## config.mk

```make
export PLATFORM = sky130hd
export DESIGN_NAME = vector_lsu
export DESIGN_NICKNAME = d
export VERILOG_FILES = /design/src/rtl/vector_pkg.sv /design/src/rtl/vlsu_addr_gen.sv /design/src/rtl/vector_lsu.sv
export SDC_FILE = /design/constraint.sdc
export NUM_CORES = 1
export LEC_CHECK = 0
export BUFFER_PORTS_ARGS = -buffer_cell sky130_fd_sc_hd__buf_4
export CORE_UTILIZATION = 30
export CTS_CLUSTER_SIZE = 16
export DETAILED_ROUTE_END_ITERATION = 10
export SLEW_MARGIN = 20
export SYNTH_ARGS = -nofsm -noshare
export SYNTH_HDL_FRONTEND = slang
export SYNTH_SLANG_ARGS = --single-unit
```

## constraint.sdc

```tcl
create_clock -name clk -period 2.09 [get_ports clk]
set_input_delay 0.3135 -clock clk [delete_from_list [all_inputs] [get_ports clk]]
set_output_delay 0.3135 -clock clk [all_outputs]
set_load 0.02 [all_outputs]
```

## src/rtl/vector_pkg.sv

```systemverilog
//------------------------------------------------------------------------------
// Module   : vector_pkg
// Brief    : Shared vector LSU constants, state encoding and MEM opcodes.
// Revision : 1.0
//------------------------------------------------------------------------------
`default_nettype none

package vector_pkg;

    localparam int VL         = 8;
    localparam int SEW        = 32;
    localparam int WORD_BYTES = 4;
    localparam int CNT_W      = (VL > 1) ? $clog2(VL) : 1;

    typedef enum logic [1:0] {
        ST_IDLE   = 2'd0,
        ST_ACCESS = 2'd1,
        ST_DONE   = 2'd2
    } state_t;

    // Major opcodes MEM decodes to form req_write (LOAD-FP / STORE-FP)
    localparam logic [6:0] INST_VLE32 = 7'b0000111;
    localparam logic [6:0] INST_VSE32 = 7'b0100111;

endpackage

`default_nettype wire

```

## src/rtl/vlsu_addr_gen.sv

```systemverilog
//------------------------------------------------------------------------------
// Module   : vlsu_addr_gen
// Brief    : Element counter and beat address accumulator (optional stride).
//            Build option: VLSU_STRIDE_EN
// Revision : 1.0
//------------------------------------------------------------------------------
`default_nettype none

module vlsu_addr_gen
    import vector_pkg::*;
(
    input  logic             clk,
    input  logic             rst,
    input  logic             load,
    input  logic             step,
    input  logic [31:0]      base,
`ifdef VLSU_STRIDE_EN
    input  logic [31:0]      stride,
`endif
    output logic             last,
    output logic [CNT_W-1:0] cnt,
    output logic [31:0]      addr
);

`ifdef VLSU_STRIDE_EN
    logic [31:0] stride_q;
`endif

    // Accumulating the stride yields base + i*stride modulo 2^32 without a multiplier
    always_ff @(posedge clk) begin
        if (!rst) begin
            cnt      <= '0;
            addr     <= '0;
`ifdef VLSU_STRIDE_EN
            stride_q <= '0;
`endif
        end else if (load) begin
            cnt      <= '0;
            addr     <= base;
`ifdef VLSU_STRIDE_EN
            stride_q <= stride;
`endif
        end else if (step) begin
            cnt      <= cnt + CNT_W'(1);
`ifdef VLSU_STRIDE_EN
            addr     <= addr + stride_q;
`else
            addr     <= addr + 32'(WORD_BYTES);
`endif
        end
    end

    assign last = (cnt == CNT_W'(VL - 1));

endmodule

`default_nettype wire

```

## src/rtl/vector_lsu.sv

```systemverilog
//------------------------------------------------------------------------------
// Module   : vector_lsu
// Brief    : Unit-stride vector load/store sequencer over the D_ memory bus.
//            Build option: VLSU_STRIDE_EN (adds req_stride)
// Revision : 1.0
//------------------------------------------------------------------------------
`default_nettype none

module vector_lsu
    import vector_pkg::*;
(
    input  logic              clk,
    input  logic              rst,
    input  logic              req_valid,
    output logic              req_ready,
    input  logic              req_write,
    input  logic [31:0]       req_base,
`ifdef VLSU_STRIDE_EN
    input  logic [31:0]       req_stride,
`endif
    input  logic [VL*SEW-1:0] req_wdata,
    output logic              busy,
    output logic              done,
    output logic [VL*SEW-1:0] ld_data,
    output logic              D_enable,
    output logic              D_write,
    output logic [31:0]       D_addr,
    output logic [31:0]       D_wdata,
    input  logic              D_ready,
    input  logic [31:0]       D_rdata
);

    state_t                    state;
    logic [VL-1:0][SEW-1:0]    wdata_q;
    logic [VL-1:0][SEW-1:0]    ld_q;
    logic [CNT_W-1:0]          cnt;
    logic [CNT_W-1:0]          nxt;
    logic                      last;
    logic                      accept;
    logic                      step;

    assign accept = (state == ST_IDLE) && req_valid;
    assign step   = (state == ST_ACCESS) && D_ready && !last;
    assign nxt    = cnt + CNT_W'(1);

    vlsu_addr_gen u_addr_gen (
        .clk    (clk),
        .rst    (rst),
        .load   (accept),
        .step   (step),
        .base   (req_base),
`ifdef VLSU_STRIDE_EN
        .stride (req_stride),
`endif
        .last   (last),
        .cnt    (cnt),
        .addr   (D_addr)
    );

    always_ff @(posedge clk) begin
        if (!rst) begin
            state    <= ST_IDLE;
            D_enable <= 1'b0;
            D_write  <= 1'b0;
            D_wdata  <= '0;
            done     <= 1'b0;
            ld_q     <= '0;
            wdata_q  <= '0;
        end else begin
            done <= 1'b0;
            case (state)
                ST_IDLE: begin
                    if (req_valid) begin
                        wdata_q  <= req_wdata;
                        D_enable <= 1'b1;
                        D_write  <= req_write;
                        D_wdata  <= req_wdata[SEW-1:0];
                        state    <= ST_ACCESS;
                    end
                end
                ST_ACCESS: begin
                    // D_enable is always high here, so D_ready alone marks a completed beat
                    if (D_ready) begin
                        if (!D_write) begin
                            ld_q[cnt] <= D_rdata;
                        end
                        if (last) begin
                            D_enable <= 1'b0;
                            done     <= 1'b1;
                            state    <= ST_DONE;
                        end else begin
                            D_wdata  <= wdata_q[nxt];
                        end
                    end
                end
                ST_DONE: begin
                    state <= ST_IDLE;
                end
                default: begin
                    state <= ST_IDLE;
                end
            endcase
        end
    end

    assign req_ready = (state == ST_IDLE);
    assign busy      = (state != ST_IDLE);
    assign ld_data   = ld_q;

endmodule

`default_nettype wire
```

# --- Yosys cells after proc, flatten, opt, wreduce, memory -nomap -nowiden ---
# Cells that the tools add are included.
word_totals:
  word_cells: 72
  ff_bits: 584
op_classes:
  n_eq_ne: 6
  magnitude_cmp: 3
  n_reduce_logical: 16
  bitwise: 2
  n_mux: 20
  n_addsub: 2
op_table:
  columns: ["cell", "count"]
  rows:
  - ["bitwise mux 256 bit", 1]
  - ["2-to-1 mux 32 bit", 7]
  - ["binary-select mux 32 bit (select 3 bit)", 1]
  - ["demux 32 bit (select 3 bit)", 1]
  - ["case mux 32 bit (2 select lines)", 1]
  - ["adder 32 x 3 -> 32 bit, second input constant", 1]
  - ["AND reduction 3 bit", 3]
  - ["< comparator 3 x 4 -> 1 bit, second input constant", 2]
  - ["!= test 2 bit, second input constant", 4]
  - ["AND reduction 4 bit", 2]
  - ["2-to-1 mux 2 bit", 3]
  - ["nonzero test 2 bit", 3]
  - ["logical AND 1 bit", 4]
  - ["2-to-1 mux 1 bit", 4]
  - ["case mux 2 bit (2 select lines)", 1]
  - ["adder 3 x 1 -> 3 bit, second input constant", 1]
  - ["== test 3 bit, second input constant", 1]
  - ["greater-or-equal comparator 3 x 1 -> 1 bit, second input constant", 1]
  - ["== test 2 x 1 -> 1 bit, second input constant", 1]
  - ["logical NOT 2 bit", 1]
  - ["inverter 1 bit", 2]
  - ["case mux 1 bit (2 select lines)", 1]
  - ["AND reduction 2 bit", 1]
  - ["OR reduction 2 bit", 1]
  - ["logical NOT 1 bit", 1]

# --- Longest topological paths before layout ---
depth:
  depth_word: 6
  mapped_depth: 8
  ltp_nobuf: 6

# --- Cells and area by module ---
# Synthesis repeated with hierarchy kept, for this count alone.
hier_totals:
  cells_unflattened: 3053
  hier_area_um2: 25251.7
modules_own_cells:
  columns: ["mod", "seq_area_each_um2", "area_each_um2", "cells_per_inst", "n_inst"]
  rows:
  - ["vector_lsu", 10990.5, 23292.3, 2818, 1]
  - ["vlsu_addr_gen", 700.7, 1959.4, 235, 1]

# --- Least setup slack after synthesis ---
# OpenSTA, ideal clock, no wires.
synth_timing:
  path_type: "flip-flop to flip-flop"
  start: "reg u_addr_gen.cnt[1]"
  end: "reg u_addr_gen.addr[20]"
  setup_ns: 0.091
  path_buffers: 1
  t_arrival_ns: 1.890
  path_slack_ns: 0.109
  path_stages_with_launch: 8
  cell_sequence: "dfxtp_1 > ha_1 > ha_1 > nand2b_1 > or2_1 > buf_2 > or4_1 > a311oi_1"
synth_via:
  elab_chain_cells: 4
synth_rtl:
  columns: ["item", "line_no", "rtl"]
  rows:
  - ["from (decl)", "vlsu_addr_gen.sv:21", "output logic [CNT_W-1:0] cnt,"]
  - ["from (signal assigned)", "vlsu_addr_gen.sv:44", "cnt <= cnt + CNT_W'(1);"]
  - ["== test 3 bit", "vlsu_addr_gen.sv:53", "assign last = (cnt == CNT_W'(VL - 1));"]
  - ["via last", "vector_lsu.sv:38", "logic last;"]
  - ["logical NOT 1 bit", "vector_lsu.sv:43", "assign step = (state == ST_ACCESS) && D_ready && !last;"]
  - ["logical AND 1 bit", "vector_lsu.sv:43", null]
  - ["nonzero test 2 bit (no source line)", null, null]
  - ["to (signal assigned)", "vlsu_addr_gen.sv:39", "addr <= base;"]
  - ["to (signal assigned)", "vlsu_addr_gen.sv:48", "addr <= addr + 32'(WORD_BYTES);"]
  - ["to (decl)", "vlsu_addr_gen.sv:22", "output logic [31:0] addr"]
# The timed path passes the listed nets, and every way through them passes these cells.
# A chain may end at the register's enable or synchronous reset.

# --- Worst setup path in the final report ---
layout_timing:
  start: "reg u_addr_gen.cnt[0]"
  end: "reg D_wdata[3]"
layout_via:
  elab_chain_cells: 6
layout_rtl:
  columns: ["item", "line_no", "rtl"]
  rows:
  - ["adder 3 x 1 -> 3 bit", "vector_lsu.sv:44", "assign nxt = cnt + CNT_W'(1);"]
  - ["binary-select mux 32 bit (select 3 bit)", "vector_lsu.sv:92", "D_wdata <= wdata_q[nxt];"]
  - ["2-to-1 mux 32 bit (implied by the code)", "vector_lsu.sv:92", null]
  - ["2-to-1 mux 32 bit", "vector_lsu.sv:87", "if (last) begin"]
  - ["2-to-1 mux 32 bit", "vector_lsu.sv:83", "if (D_ready) begin"]
  - ["case mux 32 bit (2 select lines)", "vector_lsu.sv:71", "case (state)"]
  - ["to (signal assigned)", "vector_lsu.sv:77", "D_wdata <= req_wdata[SEW-1:0];"]
  - ["to (signal assigned)", "vector_lsu.sv:92", null]
  - ["to (decl)", "vector_lsu.sv:28", "output logic [31:0] D_wdata,"]
# Several ways; a longest one is shown, not always the timed one. The select of a mux whose other input is x is not followed.

==> qor.csv <==
metric,value,unit
track_usage,24.1,%
cts.sinks,584,
grt_pass1_wl,145000,microns
synth_cells,2952,
avgSynthCellArea,7.86,sq um
final.min_clock_period,2.06,ns
initial_core_util,30.5,%
first_pass_iters,6,
area_delta_synth_final,50.2,%
fin_tns_setup,0,ns
wire_per_inst,20.4,microns
ys_ff_latch,584,
path_max_fanout,25,
yosysUniqueCellTypes,55,
drc,0,
power,27200,uW
yosys_most_used_dff,dfxtp_1,
end_kind,flip-flop,
seq_area_frac_synth,50.4,%
async_reset_ff_share,0,%
synthAdderAreaFrac,0.162,%
cp.arrival,2.55,ns
swShare,26.5,%
synth_top_family_by_area,simple AND/OR/NAND/NOR gates,
synth-xor-area-share,0.302,%
coreArea,76200,sq um
cp_data_required_time,2.57,ns
slew_viol_final,0,
worstMarginPinSlew,0.518,ns
fmax,484,MHz
p_sw,7210,uW
clk_pin_slew,0.06,ns
slew-limit-headroom,65.4,%
setup_violations,0,
rows,101,
use_met1,29.0,%
p_leak,0.0135,uW
skew,0.0296,ns
fillers,7416,
cts-root-buf,clkbuf_16,
numPortBuffers,649,
met2_usage,41.1,%
seqCellArea,11700,sq um
synth-simple-area-share,21.0,%
period_share,98.8,%
rsz0062_at_grt,true,
p_comb_share,13.0,%
synth_compound_area_share,17.5,%
viasPerCell,4.92,
syn_area,23200,sq um
cts.path.max_buffers,3,
hold_viol,0,
dpl.hpwl,69200,microns
drive_above_1_share,23.9,%
synthMuxAreaShare,5.69,%
antenna_found_initial,6,
critical_path.slowest_cell,mux2i_1,
cts_tree,built,
whs,0.0302,ns
power_density,780,nW/um^2
grt_pass1_vias,22700,
ir_drop,0.560,mV
path_cells,buf_4 -> buf_12 -> buf_12 -> mux2i_1 -> a22oi_1 -> a32oi_1 -> a21oi_1,
io_pins,650,
grt_start_max_net_pins,92,
status,completed,
die_area,78500,sq um
cts-buffers-inserted,68,
htreeDepth,3,
grt-ovfl-total,0,
yosysWarningCount,0,
power_frac_seq,43.7,%
critPathKind,reg2reg,
p_clk_share,43.3,%
synth_fp_nets,3280,
dp.cells,4487,
cp_common_cell,buf_12,
die-height,280,microns
internal-power,20000,uW
vias,24000,
slowest_delay,0.40,ns
drt-initial-drc-count,1563,
hp-class,in2reg,
start_kind,flip-flop,
clkLatencyLatePin,0.61,ns
maxCapViolations,0,
met3_usage,4.69,%
grt.busiest_layer,met2,
multi_input_area,10500,sq um
ant_nets,0,
die_x,280,microns
place_congestion,0.862,
fin_cells,4887,
finalWirelength,99700,microns
nets,4134,
synth_enable_flop_cells,0,
## worst paths after layout
check / from / slack (ns) / depth (start not counted) / endpoint
worst max register to register: u_addr_gen.cnt[0] / 0.03 / 7 / D_wdata[3]
worst max-delay path: u_addr_gen.cnt[0] / 0.03 / 7 / D_wdata[3]
worst min register to register: wdata_q[239] / 0.45 / 2 / wdata_q[239]
worst min-delay path: req_wdata[152] / 0.03 / 3 / wdata_q[152]
## per-layer routing
| layer | part of all wire, % | vias to the layer above |
|---|---|---|
| met4 | 5.0 | 8 |
| met3 | 6.7 | 215 |
| li1 | - | 11600 |
| met2 | 48 | 958 |
| met5 | 0.054 | - |
| met1 | 40 | 11200 |
## per-stage QoR
step	utilization [%]	cell area, sq um	worst slack (ns)
after floorplan	-	23200	0.109
after global placement	39.0	29700	-0.177
after detailed placement	39.0	29700	-0.225
after CTS	45.5	34700	0.00969
after global routing	45.7	34900	-0.0447
final	45.8	34900	0.0256
## layout by cell type (no fill, tap or decap), types with 10 or more instances in the layout
cell type | synthesis | routed
buf_4 | 0 | 744
nand4_1 | 11 | 11
clkbuf_1 | 184 | 15
dfxtp_1 | 584 | 582
o21ai_0 | 44 | 44
clkbuf_8 | 0 | 12
a31oi_1 | 13 | 13
nand3_1 | 10 | 10
clkbuf_16 | 0 | 72
dlygate4sd3_1 | 0 | 269
nand2_1 | 1083 | 1083
or4_1 | 11 | 11
a32oi_1 | 32 | 32
a22oi_1 | 34 | 30
buf_12 | 0 | 37
nor2_1 | 21 | 20
or3_1 | 15 | 15
mux2i_1 | 132 | 131
a21oi_1 | 582 | 581
## power by group through the flow
stage / combinational (uW) / clock, uW / sequential, uW
2_1_floorplan: 1330 / 0 / 12200
3_3_place_gp: 3020 / 0 / 12100
3_5_place_dp: 3030 / 0 / 12100
4_1_cts: 3460 / 12000 / 11900
5_1_grt: 3780 / 12500 / 11900
6_report: 3540 / 11800 / 11900
## synth_stat cells (all sizes together), types with 11 or more instances
cell,instances,area share (%)
mux2i,132,5.7
clkbuf,184,3.0
dfxtp,584,50
buf,87,1.9
a22oi,34,1.1
o21ai,44,0.95
or4,11,0.36
nand2,1083,18
nor2,21,0.34
nand4,12,0.35
a21oi,582,13
a32oi,32,1.2
or3,15,0.40
nand3,12,0.30
a31oi,13,0.35
## worst max-delay path: cells and delay by family, from the launching register on
family	cells	cell delay [ns]
buffers and inverters	3	0.63
muxes	1	0.40
AOI/OAI and AO/OA	3	0.56
DFF	1	0.34
## what timing repair did
item / CTS / global route
pin swaps: 0 / 5
hold buffers: 268 / 1
endpoints found under the hold margin: 326 / 1
setup endpoints to repair: 3 / 151
cloned: 1 / 4
gates resized for setup: 3 / 10
buffers inserted: 1 / 4
## area by class of cell
class / instances / area share, %
flip-flops and latches: 584 / 33.5
well taps: 1030 / 3.70
inverters: 5 / 0.0754
multi-input cells: 2093 / 30.2
repair buffers: 1054 / 26.2
clock buffers: 96 / 5.59
diodes: 4 / 0.0287
clock inverters: 21 / 0.736
## logic make-up (layout without fill, tap and decap cells)
group	Yosys count	in the layout
flip-flops	584	584
adder cells (fa/ha/maj)	3	3
buffers and inverters	276	1176
AO/OA/AOI/OAI	744	744
AND/OR/NAND/NOR	1205	1206
XOR/XNOR	8	8
other	0	4
multiplexers	132	132
## flip-flops by register name (all words and copies together), names as in the netlist
| register | count |
|---|---|
| done | 1 |
| state | 2 |
| ld_data | 256 |
| wdata_q | 256 |
| D_wdata | 32 |
| D_enable | 1 |
| D_write | 1 |
| u_addr_gen.cnt | 3 |
| u_addr_gen.addr | 32 |
Power figures use the tool's default switching activity.
